$ cat config.mk
export PLATFORM = sky130hd
export DESIGN_NAME = seg_display_scanner
export DESIGN_NICKNAME = d
export VERILOG_FILES = /design/src/rtl/seg_display_scanner.sv
export SDC_FILE = /design/constraint.sdc
export NUM_CORES = 1
export LEC_CHECK = 0
export ABC_AREA = 1
export BUFFER_PORTS_ARGS = -buffer_cell sky130_fd_sc_hd__buf_2
export CAP_MARGIN = 20
export CORE_ASPECT_RATIO = 1.1
export CORE_MARGIN = 2
export CORE_UTILIZATION = 56
export DETAILED_ROUTE_END_ITERATION = 16
export GPL_TIMING_DRIVEN = 0
export HOLD_SLACK_MARGIN = 0.08
export PLACE_DENSITY = 0.72
export SYNTH_ARGS = -nofsm -noshare
export SYNTH_HDL_FRONTEND = slang
export SYNTH_SLANG_ARGS = --single-unit
$ cat constraint.sdc
create_clock -name Clock -period 3.6 [get_ports Clock]
set_clock_uncertainty 0.15 [all_clocks]
set_input_delay 0.72 -clock Clock [delete_from_list [all_inputs] [get_ports Clock]]
set_output_delay 0.72 -clock Clock [all_outputs]
set_load 0.02 [all_outputs]
$ cat src/rtl/seg_display_scanner.sv
// seg_display_scanner
//   Time-multiplexed driver for a six-digit common-anode seven-segment
//   display. The core writes a hex value, decimal point and enable per
//   position. The scanner visits positions 0..5 round-robin. Each slot
//   opens with a blanking gap, during which every digit select is off, to
//   suppress ghosting.
//
// Parameters
//   SCAN_DIV      cycles per digit slot (>= 2)
//   BLANK_CYCLES  blanking cycles at the start of each slot (< SCAN_DIV)
//
// Ports
//   Clock      system clock, rising edge
//   Reset      asynchronous, active-high; clears all state and outputs
//   WrEn       write strobe
//   WrAddr     digit position 0..5 (0 = rightmost); 6/7 ignored
//   WrData     [3:0] hex value, [4] decimal point, [5] digit enable
//   Segment    {dp,g,f,e,d,c,b,a}, active-low, registered
//   Digital    digit select, one-hot active-low, registered
//   FrameTick  one-cycle pulse on the last cycle of each six-slot frame
module seg_display_scanner #(
  parameter int SCAN_DIV     = 50000,
  parameter int BLANK_CYCLES = 50
) (
  input  logic       Clock,
  input  logic       Reset,
  input  logic       WrEn,
  input  logic [2:0] WrAddr,
  input  logic [5:0] WrData,
  output logic [7:0] Segment,
  output logic [5:0] Digital,
  output logic       FrameTick
);

  localparam int CW = (SCAN_DIV > 2) ? $clog2(SCAN_DIV) : 1;
  localparam logic [CW-1:0] CNT_LAST  = CW'(SCAN_DIV - 1);
  localparam logic [CW-1:0] BLANK_END = CW'(BLANK_CYCLES);

  typedef enum logic {BLANK, SHOW} state_t;

  state_t          state, state_nx;
  logic [CW-1:0]   cnt, cnt_nx;
  logic [2:0]      idx, idx_nx;
  logic [5:0]      ent [6];
  logic [5:0]      entry;
  logic [7:0]      seg_nx;
  logic [5:0]      dig_nx;
  logic            tick_nx;

  // Active-low pattern for a hex digit; dp on pulls bit 7 low.
  function automatic logic [7:0] decode(input logic [3:0] v, input logic dp);
    logic [7:0] p;
    case (v)
      4'h0: p = 8'hC0;
      4'h1: p = 8'hF9;
      4'h2: p = 8'hA4;
      4'h3: p = 8'hB0;
      4'h4: p = 8'h99;
      4'h5: p = 8'h92;
      4'h6: p = 8'h82;
      4'h7: p = 8'hF8;
      4'h8: p = 8'h80;
      4'h9: p = 8'h90;
      4'hA: p = 8'h88;
      4'hB: p = 8'h83;
      4'hC: p = 8'hC6;
      4'hD: p = 8'hA1;
      4'hE: p = 8'h86;
      default: p = 8'h8E;
    endcase
    p[7] = ~dp;
    return p;
  endfunction

  // Digit register file
  always_ff @(posedge Clock or posedge Reset) begin
    if (Reset) begin
      for (int i = 0; i < 6; i++) ent[i] <= '0;
    end else if (WrEn && WrAddr <= 3'd5) begin
      ent[WrAddr] <= WrData;
    end
  end

  // Scan state register
  always_ff @(posedge Clock or posedge Reset) begin
    if (Reset) begin
      state <= BLANK;
      cnt   <= '0;
      idx   <= '0;
    end else begin
      state <= state_nx;
      cnt   <= cnt_nx;
      idx   <= idx_nx;
    end
  end

  // Next scan position
  always_comb begin
    cnt_nx = cnt + CW'(1);
    idx_nx = idx;
    if (cnt == CNT_LAST) begin
      cnt_nx = '0;
      idx_nx = (idx == 3'd5) ? 3'd0 : idx + 3'd1;
    end
    state_nx = (cnt_nx < BLANK_END) ? BLANK : SHOW;
  end

  // Output decode, evaluated for the upcoming cycle so that the output
  // registers line up with cnt/idx. Reading the register file here gives
  // a write at edge k its appearance on Segment at edge k+1.
  always_comb begin
    entry   = ent[idx_nx];
    seg_nx  = 8'hFF;
    dig_nx  = 6'h3F;
    if (state_nx == SHOW && entry[5]) begin
      seg_nx = decode(entry[3:0], entry[4]);
      dig_nx = ~(6'd1 << idx_nx);
    end
    tick_nx = (cnt_nx == CNT_LAST) && (idx_nx == 3'd5);
  end

  // Output registers
  always_ff @(posedge Clock or posedge Reset) begin
    if (Reset) begin
      Segment   <= 8'hFF;
      Digital   <= 6'h3F;
      FrameTick <= 1'b0;
    end else begin
      Segment   <= seg_nx;
      Digital   <= dig_nx;
      FrameTick <= tick_nx;
    end
  end

endmodule
==> out/qor.csv <==
stage;metric;value;unit
routing;drt wl/cell;13.1;um
place;gpl congestion;0.900;
sta;Fmax achieved;0.334;GHz
pwr;overall power;1.95;mW
critical_path;Reg2Reg Setup Slack;0.60;ns
pwr;Pint;1.45;mW
yosys;Synth Cell Area;3770;um^2
job;MaxCap Viol Count;0;
floorplanning;DIE HEIGHT;90.0;um
yosys;Synth top cells by count;151 x nand2_1, 67 x inv_1, 56 x dfrtp_1, 47 x nand3_1, 38 x o21ai_0;
floorplanning;chip width;82.2;um
critical_path;CP Launch Type;flop;
routing;DRT Pass-1 Iters;4;
floorplanning;number of core rows;31;
place;port bufs;26;
sta;final worst path period need;3.00;ns
critical_path;WP buf/inv;2;
critical_path;critical path cell sequence;ha_1 -> nand3_2 -> nor2_2 -> nand3_4 -> nand2_8 -> buf_6 -> nand2_1 -> nand3_1 -> nand3_1 -> nand2_1 -> inv_1 -> ha_1 -> o21ai_1 -> nand2_1 -> nand2_1;
critical_path;crit-path max cell delay;0.40;ns
global_route;vias in the first global route;3027;
cts;CTS root buf;clkbuf_8;
critical_path;most used cell, CP;nand2_1;
yosys;Seq/Total Area, Yosys;0.470;
cts;Clk pin slew, worst setup/hold paths;0.08;ns
critical_path;critical path type;reg2reg;
final_layout;Area Growth Syn to Fin;12.6;%
min_path;hold-critical path endpoint;ent[3]$_DFFE_PP0P_;
sta;Final Hold Viols;0;
critical_path;Top delay family on crit path;simple AND/OR/NAND/NOR gates;
floorplanning;Top-Level Pins;27;
final_layout;layout cells sized above 1;0.177;
critical_path;WP data arrival;3.14;ns
sta;final number of max-transition violations;0;
place;post-DP HPWL;5650;um
cts;Resize count post-CTS;0;
pwr;combinational share of power;0.140;
cts;TritonCTS clock tree;yes;
yosys;Mapped Cells;483;
pwr;Clk network pwr share;0.396;
global_route;Total GRT Usage;0.239;
global_route;first-pass GRT wire length;13600;um
yosys;Synth Register Bits;70;
yosys;number of enable flip-flop cells after synthesis;0;
routing;DRC Markers;0;
pwr;Net Sw Frac;0.259;
sta;TNS Setup;0;ns
sta;Final setup viols;0;
cts;worst skew pair latency;0.35;ns
yosys;top post-synthesis cells by area;dfrtp_1 37%, nand2_1 15%, dfstp_2 9.8%;
critical_path;FF-to-FF path depth;15;
routing;initial DRC count;152;
cts;CTS buffer count;9;
floorplanning;Initial Util;0.575;
yosys;Syn Area/Cell;7.80;um^2
critical_path;Worst EP required;3.74;ns
global_route;antenna violations before repair;0;
floorplanning;Die ar.;7400;um^2
routing;Routed Antenna Nets;0;
sta;max_slew headroom;0.436;
yosys;Main synth FF type;dfrtp_1;
critical_path;Worst Path Max Fanout;10;
cts;CTS Buffer Depth;2;
routing;WL final;7970;um
global_route;grt total ovfl;0;
sta;RSZ-0062 raised after global routing;false;
yosys;post-synth top area cell;dfrtp_1;
yosys;syn nets;504;
floorplanning;core area;6560;um^2
yosys;Netlist cell types;35;
routing;vias;3162;
routing;vias per cell;5.21;
cts;CTS sink count;70;
final_layout;layout net count;541;
yosys;most frequent cell after synthesis;nand2_1;
cts;H-Tree Depth;3;
global_route;largest net degree at the start of global routing;71;
critical_path;FF-to-FF Start;cnt[0]$_DFF_PP0_;
critical_path;Crit. End Element;flop;
final_layout;Antenna Cells;0;
cts;# Post-CTS Setup Buffers;0;
sta;period utilization;0.833;
yosys;ys async rst share;1.00;
cts;Post-CTS Hold Buffers;0;
critical_path;Slowest-stage cell, CP;dfrtp_1;
pwr;leakage power figure;2.20;nW
min_path;hold path depth;2;
critical_path;reg2reg end;Segment[1]$_DFF_PP1_;
min_path;Min-Delay Path Class;reg2reg;
yosys;Yosys top cell area share;0.372;
sta;Tightest Pin Transition;0.846;ns
pwr;switching pwr;0.507;mW
pwr;Pwr Density;460;nW/um^2
pwr;worst vdd ir;0.297;mV
pwr;Reg power frac;0.464;
min_path;min-delay src;ent[3]$_DFFE_PP0P_;
outcome;status;finished clean;
yosys;Synth warnings;0;
layout make-up:
type                    instances  area (um^2)
plain buffers                   9         52.6
clock buffers                  12          145
clock inverters                 4         95.1
fillers                       570         2310
inverters                      78          298
multi-input cells             326         1650
flip-flops and latches         70         1770
well taps                      82          103
repair buffers                 26          130
per-stage QoR:
step                      instances   util  hold WS [ns]  setup WS (ns)  cell area, um^2
after floorplan                 483      -         0.294          0.985             3770
after global placement          591  0.610         0.310          0.194             4000
after detailed placement        591  0.611         0.321          0.644             4000
after CTS                       607  0.647         0.338          0.617             4240
after global routing            607  0.647         0.356          0.438             4240
final                           607  0.647         0.337          0.602             4240
registers in the layout, summed over array words and instances, names as in the netlist:
signal / cells
Segment: 8
cnt: 16
Digital: 6
FrameTick: 1
ent: 36
idx: 3
worst max path at each step:
stage / from / to / slack [ns] / cells after the start
2_1_floorplan: Reset / FrameTick$_DFF_PP0_ / 0.98 / 1
3_3_place_gp: Reset / ent[7]$_DFFE_PP0P_ / 0.19 / 2
3_5_place_dp: cnt[0]$_DFF_PP0_ / Segment[1]$_DFF_PP1_ / 0.64 / 15
4_1_cts: cnt[0]$_DFF_PP0_ / Segment[1]$_DFF_PP1_ / 0.62 / 15
5_1_grt: cnt[0]$_DFF_PP0_ / Segment[1]$_DFF_PP1_ / 0.44 / 15
6_report: cnt[0]$_DFF_PP0_ / Segment[1]$_DFF_PP1_ / 0.60 / 15
worst min-delay path, delay by kind of cell, from the launching register on:
kind	cells	cell delay [ns]
flops	1	0.35
compound gates	1	0.06
simple gates	1	0.05
cells by family (layout without fill, tap and decap cells):
| family | Yosys count | count (layout) | share of synthesized area |
|---|---|---|---|
| AND/OR/NAND/NOR | 263 | 263 | 0.328 |
| buffers and inverters | 87 | 129 | 0.0923 |
| flip-flops | 70 | 70 | 0.470 |
| AO/OA/AOI/OAI | 50 | 50 | 0.0707 |
| adder cells (fa/ha/maj) | 9 | 9 | 0.0299 |
| XOR/XNOR | 4 | 4 | 0.00930 |
power groups by stage:
stage / registers, mW / logic, mW / clock network, mW
2_1_floorplan: 0.908 / 0.216 / 0
3_3_place_gp: 0.917 / 0.266 / 0
3_5_place_dp: 0.919 / 0.273 / 0
4_1_cts: 0.904 / 0.276 / 0.784
5_1_grt: 0.915 / 0.321 / 0.820
6_report: 0.905 / 0.274 / 0.774
cells in the final DEF (no fill, tap or decap), types with 5 or more instances in the layout:
cell type and n:
inv_2 10, nand2_1 151, ha_1 9, inv_1 66, clkbuf_8 10, dfstp_2 14, o21ai_0 38, nor2_2 5
nand4_1 8, nor3_1 5, nand3_1 47, dfrtp_1 56, buf_2 26, clkbuf_1 8, nor2_1 25
routing by layer:
layer | global-route usage | vias up | wire length [um]
li1 | - | 1586 | -
met1 | 0.313 | 1460 | 3460
met2 | 0.379 | 98 | 3910
met3 | 0.0462 | 18 | 403
met4 | 0.104 | 0 | 192
met5 | 0 | - | 0
Note: power is estimated with default switching activity, not from simulation.
